$ cat config.mk
export PLATFORM = sky130hd
export DESIGN_NAME = phrase_fetcher_flat
export DESIGN_NICKNAME = d
export VERILOG_FILES = /design/src/rtl/phrase_fetcher_if.sv /design/src/rtl/phrase_fetcher.sv /design/src/flat_wrapper.sv
export SDC_FILE = /design/constraint.sdc
export NUM_CORES = 1
export LEC_CHECK = 0
export CORE_MARGIN = 3
export CORE_UTILIZATION = 46
export DETAILED_ROUTE_END_ITERATION = 8
export PLACE_DENSITY_LB_ADDON = 0.25
export SKIP_CTS_REPAIR_TIMING = 1
export SLEW_MARGIN = 20
export SYNTH_ARGS = -nofsm -noshare
export SYNTH_HDL_FRONTEND = slang
export SYNTH_SLANG_ARGS = --single-unit
$ cat constraint.sdc
create_clock -name clk -period 2.8 [get_ports clk]
set_input_delay 0.56 -clock clk [delete_from_list [all_inputs] [get_ports clk]]
set_output_delay 0.56 -clock clk [all_outputs]
set_load 0.01 [all_outputs]
$ cat src/rtl/phrase_fetcher_if.sv
// Control, character-stream and SPI flash signals of phrase_fetcher.
// The master modport is the fetcher side. The slave modport is the planner/output/flash side.
interface phrase_fetcher_if;
  logic        start;
  logic [15:0] address;
  logic        busy;
  logic        done;
  logic [7:0]  char_data;
  logic        char_valid;
  logic        char_ready;
  logic        spi_cs_n;
  logic        spi_sclk;
  logic        spi_mosi;
  logic        spi_miso;

  modport master (
    input  start, address, char_ready, spi_miso,
    output busy, done, char_data, char_valid, spi_cs_n, spi_sclk, spi_mosi
  );

  modport slave (
    output start, address, char_ready, spi_miso,
    input  busy, done, char_data, char_valid, spi_cs_n, spi_sclk, spi_mosi
  );
endinterface

$ cat src/rtl/phrase_fetcher.sv
// Reads one phrase from SPI flash (READ 0x03, mode 0).
// Streams its bytes over valid/ready until a terminator is read or MAX_LEN bytes are sent.
module phrase_fetcher #(
  parameter int         CLK_DIV    = 2,
  parameter int         MAX_LEN    = 32,
  parameter logic [7:0] TERMINATOR = 8'h00
) (
  input logic             clk,
  input logic             nrst,
  phrase_fetcher_if.master bus
);

  localparam int               DIV_W    = (CLK_DIV > 1) ? $clog2(CLK_DIV) : 1;
  localparam logic [DIV_W-1:0] DIV_LAST = DIV_W'(CLK_DIV - 1);
  localparam logic [5:0]       LEN_LAST = 6'(MAX_LEN);
  localparam logic [7:0]       READ_CMD = 8'h03;

  typedef enum logic [2:0] {
    S_IDLE   = 3'd0,
    S_CMD    = 3'd1,
    S_ADDR   = 3'd2,
    S_DATA   = 3'd3,
    S_EMIT   = 3'd4,
    S_FINISH = 3'd5
  } state_t;

  state_t           state_q, state_d;
  logic [15:0]      addr_q, addr_d;
  logic [31:0]      shift_q, shift_d;
  logic [7:0]       rx_q, rx_d;
  logic [4:0]       bit_cnt_q, bit_cnt_d;
  logic [DIV_W-1:0] div_q, div_d;
  logic [5:0]       cnt_q, cnt_d;
  logic             sclk_q, sclk_d;
  logic             cs_n_q, cs_n_d;
  logic             valid_q, valid_d;
  logic [7:0]       data_q, data_d;
  logic             busy_q, busy_d;
  logic             done_q, done_d;
  logic             tick;

  assign tick = (div_q == DIV_LAST);

  // Next-state and next-output computation for the whole fetch sequence.
  always_comb begin
    state_d   = state_q;
    addr_d    = addr_q;
    shift_d   = shift_q;
    rx_d      = rx_q;
    bit_cnt_d = bit_cnt_q;
    div_d     = div_q;
    cnt_d     = cnt_q;
    sclk_d    = sclk_q;
    cs_n_d    = cs_n_q;
    valid_d   = valid_q;
    data_d    = data_q;
    busy_d    = busy_q;
    done_d    = 1'b0;

    case (state_q)
      S_IDLE: begin
        if (bus.start) begin
          addr_d    = bus.address;
          shift_d   = {READ_CMD, 24'h00_0000};
          cs_n_d    = 1'b0;
          busy_d    = 1'b1;
          sclk_d    = 1'b0;
          div_d     = '0;
          bit_cnt_d = 5'd0;
          cnt_d     = 6'd0;
          state_d   = S_CMD;
        end else begin
          state_d = S_IDLE;
        end
      end

      S_CMD, S_ADDR: begin
        if (tick) begin
          div_d  = '0;
          sclk_d = ~sclk_q;
          // Falling edge: present the next MOSI bit while SCLK is low.
          if (sclk_q) begin
            shift_d   = {shift_q[30:0], 1'b0};
            bit_cnt_d = bit_cnt_q + 5'd1;
            if (state_q == S_CMD && bit_cnt_q == 5'd7) begin
              shift_d   = {8'h00, addr_q, 8'h00};
              bit_cnt_d = 5'd0;
              state_d   = S_ADDR;
            end else if (state_q == S_ADDR && bit_cnt_q == 5'd23) begin
              shift_d   = 32'h0000_0000;
              bit_cnt_d = 5'd0;
              state_d   = S_DATA;
            end else begin
              state_d = state_q;
            end
          end else begin
            shift_d = shift_q;
          end
        end else begin
          div_d = div_q + DIV_W'(1);
        end
      end

      S_DATA: begin
        if (tick) begin
          div_d  = '0;
          sclk_d = ~sclk_q;
          if (!sclk_q) begin
            rx_d = {rx_q[6:0], bus.spi_miso};
          end else if (bit_cnt_q == 5'd7) begin
            bit_cnt_d = 5'd0;
            state_d   = S_EMIT;
          end else begin
            bit_cnt_d = bit_cnt_q + 5'd1;
          end
        end else begin
          div_d = div_q + DIV_W'(1);
        end
      end

      S_EMIT: begin
        if (!valid_q) begin
          if (rx_q == TERMINATOR) begin
            cs_n_d  = 1'b1;
            sclk_d  = 1'b0;
            busy_d  = 1'b0;
            done_d  = 1'b1;
            state_d = S_FINISH;
          end else begin
            valid_d = 1'b1;
            data_d  = rx_q;
          end
        end else if (bus.char_ready) begin
          valid_d = 1'b0;
          cnt_d   = cnt_q + 6'd1;
          // SCLK was parked low; the flash continues at the next address on resume.
          if (cnt_q + 6'd1 == LEN_LAST) begin
            cs_n_d  = 1'b1;
            sclk_d  = 1'b0;
            busy_d  = 1'b0;
            done_d  = 1'b1;
            state_d = S_FINISH;
          end else begin
            div_d   = '0;
            sclk_d  = 1'b0;
            state_d = S_DATA;
          end
        end else begin
          state_d = S_EMIT;
        end
      end

      S_FINISH: begin
        state_d = S_IDLE;
      end

      default: begin
        cs_n_d  = 1'b1;
        sclk_d  = 1'b0;
        shift_d = 32'h0000_0000;
        valid_d = 1'b0;
        busy_d  = 1'b0;
        state_d = S_IDLE;
      end
    endcase
  end

  // State and output registers; reset aborts any transfer and raises CS at once.
  always_ff @(posedge clk or negedge nrst) begin
    if (!nrst) begin
      state_q   <= S_IDLE;
      addr_q    <= 16'h0000;
      shift_q   <= 32'h0000_0000;
      rx_q      <= 8'h00;
      bit_cnt_q <= 5'd0;
      div_q     <= '0;
      cnt_q     <= 6'd0;
      sclk_q    <= 1'b0;
      cs_n_q    <= 1'b1;
      valid_q   <= 1'b0;
      data_q    <= 8'h00;
      busy_q    <= 1'b0;
      done_q    <= 1'b0;
    end else begin
      state_q   <= state_d;
      addr_q    <= addr_d;
      shift_q   <= shift_d;
      rx_q      <= rx_d;
      bit_cnt_q <= bit_cnt_d;
      div_q     <= div_d;
      cnt_q     <= cnt_d;
      sclk_q    <= sclk_d;
      cs_n_q    <= cs_n_d;
      valid_q   <= valid_d;
      data_q    <= data_d;
      busy_q    <= busy_d;
      done_q    <= done_d;
    end
  end

  assign bus.busy       = busy_q;
  assign bus.done       = done_q;
  assign bus.char_data  = data_q;
  assign bus.char_valid = valid_q;
  assign bus.spi_cs_n   = cs_n_q;
  assign bus.spi_sclk   = sclk_q;
  assign bus.spi_mosi   = shift_q[31];

endmodule

$ cat src/flat_wrapper.sv
// flat-port wrapper written by rule: the top's interface ports become plain ports
module phrase_fetcher_flat 
#(
  parameter int         CLK_DIV    = 2,
  parameter int         MAX_LEN    = 32,
  parameter logic [7:0] TERMINATOR = 8'h00
)
  (clk, nrst, bus_start, bus_address, bus_char_ready, bus_spi_miso, bus_busy, bus_done, bus_char_data, bus_char_valid, bus_spi_cs_n, bus_spi_sclk, bus_spi_mosi);
  phrase_fetcher_if bus_i ();
  input logic clk;
  input logic nrst;
  input wire logic [$bits(bus_i.start)-1:0] bus_start;
  input wire logic [$bits(bus_i.address)-1:0] bus_address;
  input wire logic [$bits(bus_i.char_ready)-1:0] bus_char_ready;
  input wire logic [$bits(bus_i.spi_miso)-1:0] bus_spi_miso;
  output wire logic [$bits(bus_i.busy)-1:0] bus_busy;
  output wire logic [$bits(bus_i.done)-1:0] bus_done;
  output wire logic [$bits(bus_i.char_data)-1:0] bus_char_data;
  output wire logic [$bits(bus_i.char_valid)-1:0] bus_char_valid;
  output wire logic [$bits(bus_i.spi_cs_n)-1:0] bus_spi_cs_n;
  output wire logic [$bits(bus_i.spi_sclk)-1:0] bus_spi_sclk;
  output wire logic [$bits(bus_i.spi_mosi)-1:0] bus_spi_mosi;
  assign bus_i.start = bus_start;
  assign bus_i.address = bus_address;
  assign bus_i.char_ready = bus_char_ready;
  assign bus_i.spi_miso = bus_spi_miso;
  assign bus_busy = bus_i.busy;
  assign bus_done = bus_i.done;
  assign bus_char_data = bus_i.char_data;
  assign bus_char_valid = bus_i.char_valid;
  assign bus_spi_cs_n = bus_i.spi_cs_n;
  assign bus_spi_sclk = bus_i.spi_sclk;
  assign bus_spi_mosi = bus_i.spi_mosi;
  phrase_fetcher #(.CLK_DIV(CLK_DIV), .MAX_LEN(MAX_LEN), .TERMINATOR(TERMINATOR)) u_core (.clk(clk), .nrst(nrst), .bus(bus_i));
endmodule
==> flow_summary.toml <==
[timing]
holdWs_ns = 0.368
final-setup-viol-count = 0
slew_headroom = 0.371
fmax_mhz = 463
hold_viol_final = 0
worstMarginPinSlew_ns = 0.944
rsz0062_at_grt = "no"
final_max_slew_viol_count = 0
fin_crit_ns = 2.16
finClkSkew_ns = 0.00749
fin_crit_sh = 0.771
fin_setup_tns_ns = 0

[critical_path]
cp.required_ns = 2.24
crit_buf_inv = 1
path_max_fanout = 10
end_kind = "output pin"
critPathSlowestCell = "dfrtp_1"
regToRegStartpoint = "u_core.bit_cnt_q[0]"
crit_type = "reg -> out"
cpLargestDelayFamily = "flip-flops"
startpoint_type = "register"
cp_cell_sequence = "clkdlybuf4s50_1"
max_stage_delay_ns = 0.63
cp.arrival_ns = 1.60
crit_start = "u_core.bus.char_valid"

[synthesis]
synth_edf_count = 0
synth_seq_cells = 76
synthAdderAreaFrac = 0.00718
synth_warnings = 0
synth_top_family_by_area = "simple AND/OR/NAND/NOR gates"
syn_area_um2 = 3490
synth_xor_area_frac = 0.00753
synth_flop_cell = "dfrtp_1"
synth.distinct_cells = 51
synth_top_area_frac = 0.538
synth.area.top_cells = "dfrtp_1, mux2_2, nand2_1, a22oi_1, o21ai_0"
synth_compound_area_frac = 0.148
synth-simple-area-share = 0.182
yosysSeqAreaShare = 0.546
syn_nets = 354
syn_avg_cell_area_um2 = 10.5
synthArstFlopShare = 1.00
synth.largest_area_cell = "dfrtp_1"
netlist_instances = 331
synthMuxAreaShare = 0.0807

[clock_tree]
numCtsBuffers = 9
clock_sinks = 76
cts_tree = "done"
cts-htree-levels = 3
clock-root-buffer = "clkbuf_8"
clockBufferDepth = 2
clkLatencyLatePin_ns = 0.34
clk_pin_slew_worst_paths_ns = 0.08

[pwr]
irDropWorstVdd_mv = 0.395
powerDensity_nw_per_um2 = 742
leakage_nw = 1.90
power.total_mw = 3.07

[place]
dp_cells = 453
io_buffers = 34
hpwl_um = 4410
gp_congestion = 0.762
post_dp_cell_area_um2 = 3930

[layout]
stdcell_count = 470
multi_input_area_um2 = 1500
syn2layout_area_growth_pct = 18.6
diodes = 0
final_cell_area_um2 = 4140
final_layout_size_suffix_gt1_frac = 0.173
final_nets = 389
most-common-layout-cells = "nand2_1, dfrtp_1, clkdlybuf4s50_1, mux2_2, o21ai_0"
ff_latch_area_um2 = 1900
nFillCells = 678

[run_status]
status = "completed"

[routing]
first_iter_violations = 140
drcViolationCount = 0
wl_per_cell_um = 14.1
vias_per_cell = 5.36
antenna_left = 0
dr.pass1.iters = 4
drt-total-wl_um = 6620
vias = 2518

[global_routing]
grt_pass1_wl_um = 11500
antenna_found_initial = 0
grt_max_degree = 77
grt_pass1_vias = 2432
grt_usage = 0.165
grt_overflow = 0

[job]
cap_viol_max_count = 0

[floorplan]
die_w_um = 93.1
core_area_um2 = 7290
die_y_um = 93.1
num_rows = 31
fp.dieArea_um2 = 8660
ios = 35
initial_core_util = 0.478

[worst_hold_path]
hold_path_class = "in -> async"
==> per-stage QoR <==
step                       util  setup WS (ns)
after floorplan               -           1.13
after global placement    0.538          0.280
after detailed placement  0.538          0.256
after CTS                 0.565          0.442
after global routing      0.567          0.583
final                     0.567          0.641
==> cell families after synthesis <==
kind of cell               after synthesis
DFF                                     76
adders and majority gates                2
AOI/OAI and AO/OA                       73
buffers and inverters                   21
and+or+nand+nor                        131
muxes                                   25
xor gates and xnor gates                 3
==> sequential cells by signal (all words and copies together), names as in the netlist, 3 cells and up <==
| name | cells |
|---|---|
| u_core.shift_q | 24 |
| u_core.addr_q | 16 |
| u_core.bus.char_data | 8 |
| u_core.rx_q | 8 |
| u_core.cnt_q | 6 |
| u_core.bit_cnt_q | 5 |
| u_core.state_q | 3 |
==> power breakdown <==
part / leakage, nW / internal, mW / switching (mW)
clock network: 0.0913 / 0.398 / 0.402
registers: 1.00 / 1.34 / 0.183
logic: 0.807 / 0.379 / 0.370
total: 1.90 / 2.11 / 0.955
==> cell type report <==
cell class / instances / share of cell area
clock buffers: 12 / 0.0399
clock inverters: 4 / 0.00756
inverters: 3 / 0.00272
multi-input cells: 234 / 0.363
flip-flops and latches: 76 / 0.460
well taps: 99 / 0.0299
repair buffers: 42 / 0.0971
==> worst paths after layout <==
| path | cells after the start | end | slack [ns] |
|---|---|---|---|
| worst max register to register | 7 | u_core.shift_q[22] | 0.75 |
| max in group asynchronous | 1 | u_core.bus.char_data[7] | 1.83 |
| min in group clk | 2 | u_core.shift_q[16] | 0.47 |
| worst min register to register | 2 | u_core.shift_q[16] | 0.47 |
| worst max-delay path | 1 | bus_char_valid | 0.64 |
| worst min-delay path | 1 | u_core.bit_cnt_q[2] | 0.37 |
==> layer usage <==
layer,wire length (µm),global-route usage
met1,3290,0.242
met2,3000,0.243
met3,211,0.0298
met4,119,0.0672
met5,0,0
==> Yosys cell counts, drive strengths merged (3+ instances only) <==
cell type   n
nor3       13
nand2      76
a21oi       6
o21ai      21
nand2b      4
a22o        8
mux2       25
nor2       14
dfrtp      75
o21a        3
a22oi      15
inv         3
or4         3
buf        12
nand3       7
clkbuf      6
No activity file was read; power rests on OpenSTA's default activity.
